### src/rtl/reg_write_arbiter_pkg.sv
// Shared definitions for the register-bank write arbiter: FSM encoding,
// round-robin pointer encoding and default bank geometry.
package reg_write_arbiter_pkg;

  typedef enum logic [1:0] {
    IDLE  = 2'b00,
    WRITE = 2'b01,
    CLEAR = 2'b10
  } state_e;

  typedef enum logic {
    PTR_A = 1'b0,
    PTR_B = 1'b1
  } ptr_e;

  localparam int DEFAULT_NUM_REGS = 32;
  localparam int DEFAULT_DATA_W   = 32;

endpackage

### src/rtl/reg_write_arbiter_load.sv
// Register-index to one-hot load-enable decoder; index 0 never produces a
// load because register 0 is the hard-wired zero register.
module reg_load_decoder #(
  parameter int NUM_REGS = 32,
  parameter int IDX_W    = $clog2(NUM_REGS)
) (
  input  logic                i_en,
  input  logic [IDX_W-1:0]    i_idx,
  output logic [NUM_REGS-1:0] o_load
);

  always_comb begin
    o_load = '0;
    if (i_en && (i_idx != '0)) begin
      o_load[i_idx] = 1'b1;
    end
  end

endmodule

### src/rtl/reg_write_arbiter.sv
// Two-requester round-robin write arbiter for a D_FF register bank.
// Define REG_WRITE_ARBITER_CLEAR_EN to add the bulk-clear sequencer (clr_req/clr_done).
module reg_write_arbiter
  import reg_write_arbiter_pkg::*;
#(
  parameter int NUM_REGS = DEFAULT_NUM_REGS,
  parameter int DATA_W   = DEFAULT_DATA_W,
  localparam int IDX_W   = $clog2(NUM_REGS)
) (
  input  logic                C,
  input  logic                nR,
  input  logic                req_a,
  input  logic                req_b,
  input  logic [IDX_W-1:0]    addr_a,
  input  logic [IDX_W-1:0]    addr_b,
  input  logic [DATA_W-1:0]   wdata_a,
  input  logic [DATA_W-1:0]   wdata_b,
`ifdef REG_WRITE_ARBITER_CLEAR_EN
  input  logic                clr_req,
  output logic                clr_done,
`endif
  output logic                gnt_a,
  output logic                gnt_b,
  output logic [NUM_REGS-1:0] reg_load,
  output logic [DATA_W-1:0]   reg_d,
  output logic                busy
);

  state_e                r_state;
  state_e                w_nextState;
  ptr_e                  r_ptr;
  ptr_e                  w_ptrNext;
  logic                  r_gntA;
  logic                  r_gntB;
  logic                  w_gntANext;
  logic                  w_gntBNext;
  logic                  r_busy;
  logic [NUM_REGS-1:0]   r_regLoad;
  logic [NUM_REGS-1:0]   w_loadNext;
  logic [DATA_W-1:0]     r_regD;
  logic [DATA_W-1:0]     w_regDNext;
  logic                  w_loadEn;
  logic [IDX_W-1:0]      w_loadIdx;
  logic                  w_anyReq;
  logic                  w_winB;

`ifdef REG_WRITE_ARBITER_CLEAR_EN
  localparam logic [IDX_W-1:0] LAST_IDX = IDX_W'(NUM_REGS - 1);

  logic [IDX_W-1:0]      r_clrIdx;
  logic [IDX_W-1:0]      w_clrIdxNext;
  logic                  r_clrDone;
  logic                  w_clrDoneNext;
`endif

  assign w_anyReq = req_a | req_b;
  // The pointer's favourite wins when it asks; otherwise the other side does.
  assign w_winB   = (r_ptr == PTR_B) ? req_b : !req_a;

  reg_load_decoder #(
    .NUM_REGS (NUM_REGS),
    .IDX_W    (IDX_W)
  ) u_loadDecoder (
    .i_en   (w_loadEn),
    .i_idx  (w_loadIdx),
    .o_load (w_loadNext)
  );

  always_comb begin
    w_nextState = r_state;
    w_ptrNext   = r_ptr;
    w_gntANext  = 1'b0;
    w_gntBNext  = 1'b0;
    w_loadEn    = 1'b0;
    w_loadIdx   = '0;
    w_regDNext  = r_regD;
`ifdef REG_WRITE_ARBITER_CLEAR_EN
    w_clrIdxNext  = r_clrIdx;
    w_clrDoneNext = 1'b0;
`endif
    case (r_state)
      IDLE: begin
`ifdef REG_WRITE_ARBITER_CLEAR_EN
        if (clr_req) begin
          w_nextState  = CLEAR;
          w_loadEn     = 1'b1;
          w_loadIdx    = IDX_W'(1);
          w_regDNext   = '0;
          w_clrIdxNext = IDX_W'(1);
        end else
`endif
        if (w_anyReq) begin
          w_nextState = WRITE;
          w_gntANext  = !w_winB;
          w_gntBNext  = w_winB;
          w_loadEn    = 1'b1;
          w_loadIdx   = w_winB ? addr_b : addr_a;
          w_regDNext  = w_winB ? wdata_b : wdata_a;
          w_ptrNext   = w_winB ? PTR_A : PTR_B;
        end
      end
      WRITE: begin
        w_nextState = IDLE;
      end
`ifdef REG_WRITE_ARBITER_CLEAR_EN
      CLEAR: begin
        if (r_clrIdx == LAST_IDX) begin
          w_nextState   = IDLE;
          w_clrIdxNext  = '0;
          w_clrDoneNext = 1'b1;
        end else begin
          w_clrIdxNext = r_clrIdx + IDX_W'(1);
          w_loadEn     = 1'b1;
          w_loadIdx    = r_clrIdx + IDX_W'(1);
          w_regDNext   = '0;
        end
      end
`endif
      default: begin
        w_nextState = IDLE;
      end
    endcase
  end

  // Outputs are registered so the bank sees clean, glitch-free load enables.
  always_ff @(posedge C) begin
    if (!nR) begin
      r_state   <= IDLE;
      r_ptr     <= PTR_A;
      r_gntA    <= 1'b0;
      r_gntB    <= 1'b0;
      r_regLoad <= '0;
      r_regD    <= '0;
      r_busy    <= 1'b0;
`ifdef REG_WRITE_ARBITER_CLEAR_EN
      r_clrIdx  <= '0;
      r_clrDone <= 1'b0;
`endif
    end else begin
      r_state   <= w_nextState;
      r_ptr     <= w_ptrNext;
      r_gntA    <= w_gntANext;
      r_gntB    <= w_gntBNext;
      r_regLoad <= w_loadNext;
      r_regD    <= w_regDNext;
      r_busy    <= (w_nextState != IDLE);
`ifdef REG_WRITE_ARBITER_CLEAR_EN
      r_clrIdx  <= w_clrIdxNext;
      r_clrDone <= w_clrDoneNext;
`endif
    end
  end

  assign gnt_a    = r_gntA;
  assign gnt_b    = r_gntB;
  assign reg_load = r_regLoad;
  assign reg_d    = r_regD;
  assign busy     = r_busy;
`ifdef REG_WRITE_ARBITER_CLEAR_EN
  assign clr_done = r_clrDone;
`endif

endmodule

### config.mk
export PLATFORM = sky130hd
export DESIGN_NAME = reg_write_arbiter
export DESIGN_NICKNAME = d
export VERILOG_FILES = /design/src/rtl/reg_write_arbiter_pkg.sv /design/src/rtl/reg_write_arbiter_load.sv /design/src/rtl/reg_write_arbiter.sv
export SDC_FILE = /design/constraint.sdc
export NUM_CORES = 1
export LEC_CHECK = 0
export BUFFER_PORTS_ARGS = -buffer_cell sky130_fd_sc_hd__buf_2
export CAP_MARGIN = 20
export CELL_PAD_IN_SITES_DETAIL_PLACEMENT = 0
export CELL_PAD_IN_SITES_GLOBAL_PLACEMENT = 2
export CORE_ASPECT_RATIO = 1.1
export CORE_MARGIN = 2
export CORE_UTILIZATION = 25
export DETAILED_ROUTE_END_ITERATION = 10
export PLACE_DENSITY = 0.85
export SKIP_CTS_REPAIR_TIMING = 1
export SLEW_MARGIN = 10
export SYNTH_ARGS = -nofsm -noshare
export SYNTH_HDL_FRONTEND = slang
export SYNTH_SLANG_ARGS = --single-unit
export TNS_END_PERCENT = 100
### constraint.sdc
create_clock -name C -period 2.4 [get_ports C]
set_input_delay 0.24 -clock C [delete_from_list [all_inputs] [get_ports C]]
set_output_delay 0.24 -clock C [all_outputs]
set_load 0.01 [all_outputs]
Yosys cells after proc, flatten, opt, wreduce, memory -nomap -nowiden
Cells that the tools add are included.
Word-level totals
  register bits after elaboration: 70
  bits of input ports: 78
  output and inout port bits: 67
  word-level logic and storage cells: 32
Cells by class
  magnitude comparators: 2
  mux-type cells: 12
  bitwise logic cells: 1
  reduce and logical (&&, ||, !) cells: 10
Operator list (count)
  32-bit 2-to-1 mux: 1
  5-bit 2-to-1 mux: 3
  5-bit by 6-bit less-than comparator with 1-bit output (second input constant): 1
  1-bit demux with 5-bit select: 1
  5-bit by 1-bit >= comparator with 1-bit output (second input constant): 1
  1-bit 2-to-1 mux: 5
  5-bit nonzero test: 1
  2-bit 2-to-1 mux: 2
  2-bit AND reduction: 2
  3-bit AND reduction: 1
  1-bit logical AND: 2
  1-bit zero test: 2
  2-bit zero test: 1
  2-bit nonzero test: 1
  1-bit bitwise OR: 1

Depth between registers and ports, before layout
Gate-level depths: netlist of the first run.
  depth after elaboration: 9
  depth in mapped cells: 7

Modules after synthesis
A second synthesis of the first run with hierarchy kept.
Second synthesis, totals
  cell total of the unflattened synthesis: 281
  area, all modules: 2825.2 um^2
By module, submodules not included
  reg_write_arbiter: times used 1, cells an instance 233, area an instance 2587.5 um^2, sequential area each 1401.3 um^2
  reg_load_decoder: times used 1, cells an instance 48, area an instance 237.7 um^2, sequential area each 0.0 um^2

Worst setup path after synthesis of the first run
Ideal clock, no wire load.
  kind: flip-flop to flip-flop
  start: register r_ptr
  end: register r_regLoad[10] (netlist: reg_load[10])
  library setup time: 0.137 ns
  data arrival time: 1.462 ns
  required time: 2.263 ns
  slack: 0.801 ns
  cell stages (with the launch flop): 7
  buffers on the path: 1
  clock period less this slack: 1.599 ns
  cells stage by stage: dfxtp_1 > nand2b_1 > buf_2 > nand2_1 > a211o_1 > o2111ai_1 > nor2_1
On the way
  longest elaborated chain between the ends: 8
  elaborated cells on any way between the ends: 12
  those cells by class: order compare (2); mux (6); reduce/logical (4)
RTL lines
  start: declaration: RTL line reg_write_arbiter.sv:31  | ptr_e r_ptr;
  start signal: assignment: RTL line reg_write_arbiter.sv:141  | r_ptr <= w_ptrNext;
  1-bit 2-to-1 mux *: RTL line reg_write_arbiter.sv:58  | assign w_winB = (r_ptr == PTR_B) ? req_b : !req_a;
  5-bit 2-to-1 mux *: RTL line reg_write_arbiter.sv:97  | w_loadIdx = w_winB ? addr_b : addr_a;
  5-bit 2-to-1 mux *: RTL line reg_write_arbiter.sv:92  | if (w_anyReq) begin
  5-bit 2-to-1 mux *: RTL line reg_write_arbiter.sv:81  | case (r_state)
  5-bit by 6-bit less-than comparator with 1-bit output (implied by the code) / 5-bit by 1-bit >= comparator with 1-bit output (equally long branches): RTL line reg_write_arbiter_load.sv:15  | o_load[i_idx] = 1'b1;
  1-bit logical AND (implied by the code): RTL line reg_write_arbiter_load.sv:15
  1-bit 2-to-1 mux (implied by the code): RTL line reg_write_arbiter_load.sv:15
  1-bit demux with 5-bit select
  end signal: assignment: RTL line reg_write_arbiter.sv:144  | r_regLoad <= w_loadNext;
  end: declaration: RTL line reg_write_arbiter.sv:38  | logic [NUM_REGS-1:0] r_regLoad;
Every way passes the cells marked *; elsewhere a longest branch is shown, timed or not.
A chain may end at the register's enable or synchronous reset.

Final worst setup path of the first run
  start: register r_ptr
  end: register r_regLoad[25] (netlist: reg_load[25])
Same word-level chain as after synthesis.

==> impl_metrics.ini, run 1 <==
[routing]
drc = 0
drt-total-wl_um = 7927
ant_nets = 0
viasPerCell = 4.429
wire_per_inst_um = 13.35
dr.pass1.iters = 4
vias = 2631
first_iter_violations = 98

[global_route]
grt_pass1_vias = 2619
grt_max_degree = 35
track_usage = 0.1405
grt.met1_usage = 0.1832
grt_util_met2 = 0.2272
busiest_layer = met2
grt_overflow = 0
antenna_found_initial = 0
met3_usage = 0.04143
grt_first_pass_wirelength_um = 12720

[synthesis]
synth_top_cell_by_area = dfxtp_1
synth_seq_cells = 70
ys_top_cells_by_area = dfxtp_1 53%, a311oi_1 11%, nor2_1 8.8%, nand3_1 6.1%, nand2_1 5.3%
synthCells = 304
syn_area_per_cell_um2 = 8.676
netlist_area_um2 = 2638
synth_top_area_frac = 0.5313
ys_seq_area_frac = 0.5313
synth_warnings = 0
synth_cell_types = 37

[timing]
hold_viol_final = 0
slew_viol_final = 0
setup_viol = 0
whs_ns = 0.1783
min_period_over_period = 0.8168
skew_ns = 0.005532
rsz0062_at_grt = false
finalSetupTns_ns = 0
fmax_mhz = 510.1
worst_pin_slew_ns = 0.6148
min_period_ns = 1.960
slew_headroom = 0.5784

[floorplanning]
die_w_um = 101.9
dieArea_um2 = 11390
dieHeight_um = 111.7
initial_core_util = 0.2550
io_pins = 145
row_count = 39
core_area_um2 = 10340

[setup_path]
r2r_start = r_ptr
critPathLaunchType = flop
path_class = flop to flop
path_max_fanout = 18
required_ns = 2.65
crit_path_end_kind = flop
crit_start = r_ptr
cp.arrival_ns = 2.21

[place]
gp_congestion = 0.7566
hpwl_um = 5701
io_buffers = 144

[cells_and_area]
mostFrequentLayoutCell = buf_2
syn2layout_area_growth_pct = 45.26
nets = 524
final_cell_mix = 144 x buf_2, 70 x dfxtp_1, 62 x nor2_1
drive_gt1_frac = 0.3836
n_antenna_cell = 0

[power_and_ir_drop]
p_leak_uw = 0.001790
peakVddDrop_v = 0.0003714
power_uw = 3027
pwr_density_cell_nw_per_um2 = 790.2

[clock_network]
cts_buffer_depth = 2
clkLatencyLatePin_ns = 0.32
cts_inserted_buffers = 9
cts-root-buf = clkbuf_16
htreeDepth = 3
clk_pin_slew_ns = 0.06
cts_sinks = 70
cts_tree = built

[run_status]
outcome = completed

[hold_path]
hold_class = input port to flop
hp-start = wdata_a[28]

[job]
cap_violations = 0
==> synth_stat cells <==
cell / number
nor3_1: 2
nand2b_1: 3
nand4b_1: 2
nand2_1: 37
or2_2: 1
a32oi_1: 1
buf_4: 1
inv_1: 3
a21boi_1: 1
and3_1: 2
conb_1: 1
a221o_1: 1
nand2_2: 1
nand3b_1: 1
a311oi_1: 32
o21a_1: 1
nand3_1: 32
a21boi_0: 1
a32o_1: 1
mux2_2: 1
nor4_1: 1
nor3b_1: 1
and4_1: 1
buf_2: 6
buf_1: 4
a211o_1: 3
o21ai_0: 2
a2111o_1: 1
o2111ai_1: 1
o21bai_1: 1
clkbuf_1: 13
a21oi_1: 4
dfxtp_1: 70
mux2i_1: 1
or2_0: 1
nor2b_1: 7
nor2_1: 62
==> power breakdown <==
group	total [uW]	switching [uW]	internal (uW)
sequential	1240	27.3	1220
combinational	386	223	164
clock	1400	488	907
==> final timing paths <==
path | endpoint | slack, ns | cells past startpoint
max reg2reg | reg_load[25] | 0.44 | 6
max | reg_load[25] | 0.44 | 6
min reg2reg | reg_d[25] | 0.50 | 2
min | reg_d[28] | 0.18 | 3
==> per-stage QoR <==
stage	instances	utilization	area [um^2]	setup slack, ns
detailed placement	578	0.3399	3516	0.4739
finish	594	0.3703	3831	0.4396
global placement	578	0.3399	3516	0.5381
CTS	594	0.3703	3831	0.4392
global route	594	0.3703	3831	0.2807
floorplan	305	-	2641	0.8009
==> logic make-up after synthesis <==
| logic type | synth area share |
|---|---|
| other | 0.001422 |
| muxes | 0.008064 |
| DFF | 0.5313 |
| AOI/OAI and AO/OA | 0.1575 |
| and+or+nand+nor | 0.2590 |
| buffers and inverters | 0.04270 |
==> final cells by class <==
cell class                      count  area, um^2
Tap cell                          143       178.9
Sequential cell                    70        1401
Multi-Input combinational cell    208        1129
Inverter                            3       11.26
Timing Repair Buffer              154       795.8
Clock inverter                      6       86.33
Fill cell                        1100        6514
Clock buffer                       10       229.0
==> worst max-delay path, stage by stage, from the launching register on <==
cell and delay, ns:
dfxtp_1 0.36, nand2b_1 0.24, buf_4 0.28, nand2_1 0.12
a211o_1 0.30, a2111o_1 0.44, nor2b_1 0.15
==> flip-flops by register name, summed over array words and instances, names as in the netlist <==
register,flops
reg_d,32
reg_load,32
r_state,2
busy,1
gnt_a,1
gnt_b,1
r_ptr,1
==> metal layers <==
metal,routed length [um],up-vias
met3,597,7
li1,-,1351
met2,3532,107
met4,64,0
met5,0,-
met1,3732,1166
Note: power is estimated with default switching activity, not from simulation.
==> run 2, diff against run 1 <==
- CORE_UTILIZATION: 25 -> 21
- PLACE_DENSITY: 0.85 -> 0.76
- clock period: 2.4 -> 1.65 ns (I/O delays scaled with it)
==> run 2 against run 1 <==
Highest routed layer unchanged. Clock-buffer cell count down 1. Clock power up 61%. Routed wire length up 9.4%. Sequential power up 46%. Design area up 4.6%. Non-clock buffer count up 10. Total power up 55%. Die area up 18%. Worst setup slack worse by 0.38 ns. Via count up 3.5%. Clock skew about the same. Largest cell class unchanged. Global-route usage down 1.3 points.
==> impl_metrics.ini, run 2 (synthesis gave the netlist of run 1 again) <==
[clock_network]
clkLatencyLatePin_ns = 0.33
cts_tree = built
cts_inserted_buffers = 9
cts-root-buf = clkbuf_16
htreeDepth = 3
cts_sinks = 70
cts_buffer_depth = 2
clk_pin_slew_ns = 0.06

[floorplanning]
die_w_um = 110.9
dieHeight_um = 121.5
core_area_um2 = 12140
row_count = 42
io_pins = 145
dieArea_um2 = 13470
initial_core_util = 0.2173

[routing]
dr.pass1.iters = 4
ant_nets = 0
wire_per_inst_um = 14.11
vias = 2724
viasPerCell = 4.429
drc = 0
drt-total-wl_um = 8675
first_iter_violations = 128

[cells_and_area]
post-route-util = 0.3302
nets = 534
drive_gt1_frac = 0.4208
syn2layout_area_growth_pct = 51.99
finalNonFillerCells = 615
n_antenna_cell = 0
fillers = 1260
multi_input_area_um2 = 1171
area.sequential_um2 = 1404
mostFrequentLayoutCell = buf_2
final_cell_mix = 144 x buf_2, 68 x dfxtp_1, 60 x nor2_1

[timing]
whs_ns = 0.09077
slew_viol_final = 0
fmax_mhz = 628.4
finalSetupTns_ns = 0
rsz0062_at_grt = false
min_period_over_period = 0.9644
skew_ns = 0.005322
setup_viol = 0
min_period_ns = 1.591
hold_viol_final = 0

[power_and_ir_drop]
pwr_density_cell_nw_per_um2 = 1167
peakVddDrop_v = 0.0005566
p_leak_uw = 0.001869

[job]
cap_violations = 0

[hold_path]
min_to = reg_d[17]
hp-start = wdata_a[17]
holdPathStages = 3
hold_class = input port to flop

[global_route]
antenna_found_initial = 0
grt_pass1_vias = 2624
grt_overflow = 0
grt_first_pass_wirelength_um = 13540
track_usage = 0.1279
grt_max_degree = 45

[setup_path]
required_ns = 1.91
path_max_fanout = 8
r2r_slack_ns = 0.06
critPathLaunchType = flop
reg2reg_depth = 5
cp.arrival_ns = 1.85
crit_path_end_kind = flop
r2r_start = r_ptr
path_class = flop to flop
r2r_end = reg_load[25]

[place]
io_buffers = 144
placed_cells = 597
gp_congestion = 0.7599
hpwl_um = 6271

[run_status]
outcome = completed
-- run 2: cell types whose count changed in the layout (fill, tap and decap cells not counted), moves of 2 or more --
cell      previous run  this run
nor2_1              62        60
dfxtp_2              0         2
nand2b_1             3         1
nand2b_4             0         2
buf_4               10        19
dfxtp_1             70        68
-- run 2: worst max path at each step --
stage	slack, ns	endpoint	cells after the start	startpoint
global route	0.007	reg_load[25]	5	r_ptr
detailed placement	-0.15	reg_load[25]	5	r_ptr
global placement	-0.05	reg_load[29]	5	r_ptr
CTS	-0.19	reg_load[25]	5	r_ptr
finish	0.06	reg_load[25]	5	r_ptr
floorplan	0.05	reg_load[10]	6	r_ptr
-- run 2: metrics by stage --
step                      area (um^2)  setup slack, ns  total power, uW
after floorplan                  2641          0.05090             2161
after global placement           3602         -0.04806             2449
after detailed placement         3602          -0.1531             2449
after CTS                        3949          -0.1852             4735
after global routing             4009         0.007156             4892
final                            4009          0.05870             4678
-- run 2: layout make-up --
cell class	instances	share of cell area
repair buffers	164	0.2203
clock inverters	7	0.03027
multi-input cells	208	0.2921
well taps	154	0.04807
inverters	3	0.002809
clock buffers	9	0.05618
flip-flops and latches	70	0.3502
-- run 2: layer usage --
metal	global-route usage	part of all wire	wire (um)	vias to the layer above
met1	0.1659	0.48	4134	1219
met5	0	0	0	-
met2	0.1986	0.44	3806	119
met3	0.03731	0.069	596	13
li1	-	-	-	1373
met4	0.05703	0.016	138	0
-- run 2: critical path: stages, from the launching register on --
cell,delay (ns)
dfxtp_2,0.37
nand2b_4,0.16
nand2_2,0.09
or2_0,0.23
a2111o_1,0.51
nor2b_1,0.16
-- run 2: power by group --
part	switching, uW	internal, uW	total (uW)	leakage (uW)
combinational	343	268	611	0.00113
clock	770	1480	2250	0.000170
sequential	41.5	1770	1810	0.000573
total	1150	3520	4680	0.00187
==> run 3, diff against run 2 <==
- CELL_PAD_IN_SITES_DETAIL_PLACEMENT: 0 -> 1
==> run 3 against run 2 <==
Combinational power grew 4.3%. Sequential share of layout area grew 0.11 points. Critical endpoint is now reg_load[2]. Final cell count grew 0.65%. Maximum frequency grew 0.34%. Worst setup slack gained 0.0053 ns.
==> impl_metrics.ini, run 3 (synthesis gave the netlist of run 1 again) <==
[floorplanning]
core_area_um2 = 12140
dieArea_um2 = 13470
dieHeight_um = 121.5
initial_core_util = 0.2173
die_w_um = 110.9
io_pins = 145
row_count = 42

[global_route]
antenna_found_initial = 0
grt_first_pass_wirelength_um = 14830
grt_overflow = 0
grt_pass1_vias = 2938
grt_max_degree = 45
track_usage = 0.1399

[timing]
min_period_ns = 1.586
min_period_over_period = 0.9612
hold_viol_final = 0
skew_ns = 0.004333
setup_viol = 0
slew_viol_final = 0
fmax_mhz = 630.5
worst_slack_ns = 0.06405
finalSetupTns_ns = 0

[routing]
dr.pass1.iters = 4
first_iter_violations = 74
ant_nets = 0
drc = 0
drt-total-wl_um = 9394
viasPerCell = 4.604
vias = 2850
wire_per_inst_um = 15.18

[clock_network]
cts_sinks = 70
cts_tree = built
cts_buffer_depth = 2
cts_inserted_buffers = 9
htreeDepth = 3
clk_pin_slew_ns = 0.06
clkLatencyLatePin_ns = 0.33
cts-root-buf = clkbuf_16

[cells_and_area]
finalNonFillerCells = 619
nets = 538
drive_gt1_frac = 0.4215
stdcell_area_um2 = 4000
n_antenna_cell = 0
mostFrequentLayoutCell = buf_2
final_cell_mix = 144 x buf_2, 69 x dfxtp_1, 61 x nor2_1
syn2layout_area_growth_pct = 51.66

[power_and_ir_drop]
p_sw_uw = 1225
pwr_density_cell_nw_per_um2 = 1082
p_comb_frac = 0.147
clkPwrFrac = 0.434
peakVddDrop_v = 0.0004017
p_sw_frac = 0.2830
power.share.sequential = 0.419
p_leak_uw = 0.001870
internal_power_uw = 3103

[place]
placed_cell_area_um2 = 3602
dpl_worst_slack_ns = -0.1907
gp_congestion = 0.7599
io_buffers = 144
placed_cells = 597
hpwl_um = 6946

[setup_path]
slowest_delay_ns = 0.36
critPathLaunchType = flop
path_max_fanout = 6
slowest_stage = dfxtp_4
crit_buf_inv = 1
crit_path_end_kind = flop
cp.arrival_ns = 1.80
crit_path_cell_trace = nand2b_4 > nand2_4 > buf_4 > mux2_2 > a21oi_1 > nor2_1
required_ns = 1.86
cpLargestDelayFamily = flip-flops
path_class = flop to flop

[hold_path]
hold_class = input port to flop

[run_status]
outcome = completed

[job]
cap_violations = 0
run 3: path summary, 6_finish.rpt:
check / from / end / slack, ns / cells after the start
worst min-delay path: wdata_a[17] / reg_d[17] / 0.1 / 3
worst min register to register: reg_d[2] / reg_d[2] / 0.50 / 2
worst max register to register: r_ptr / reg_load[2] / 0.06 / 6
worst max-delay path: r_ptr / reg_load[2] / 0.06 / 6
run 3: area by class of cell:
cell class / instances / area [um^2]
Timing Repair Buffer: 168 / 925.9
Multi-Input combinational cell: 208 / 1175
Sequential cell: 70 / 1405
Fill cell: 1483 / 8139
Inverter: 3 / 11.26
Clock buffer: 9 / 225.2
Clock inverter: 7 / 65.06
Tap cell: 154 / 192.7
run 3: stage by stage:
stage | hold WS, ns | utilization | total power (uW)
floorplan | 0.3109 | - | 2161
global placement | 0.4339 | 0.2967 | 2449
detailed placement | 0.4430 | 0.2967 | 2465
CTS | 0.07881 | 0.3207 | 4384
global route | 0.09916 | 0.3295 | 4536
finish | 0.09675 | 0.3295 | 4328
run 3: worst register-to-register path: cells and delay by family (launching register included):
| kind | cells | cell delay [ns] |
|---|---|---|
| flops | 1 | 0.36 |
| compound gates | 1 | 0.31 |
| simple gates | 3 | 0.35 |
| mux | 1 | 0.34 |
| buf+inv | 1 | 0.11 |
run 3: power groups by stage:
stage          clock network, uW  logic [uW]  registers (uW)
6_report                    1880         637            1810
5_1_grt                     2000         710            1820
3_3_place_gp                   0         601            1850
3_5_place_dp                   0         617            1850
2_1_floorplan                  0         282            1880
4_1_cts                     1950         618            1810
run 3: per-layer routing:
metal,up-vias,share of wire,GRT usage
met5,-,0,0
met4,0,0.019,0.06250
met3,13,0.060,0.03035
met2,106,0.47,0.2408
met1,1349,0.45,0.1688
li1,1382,-,-
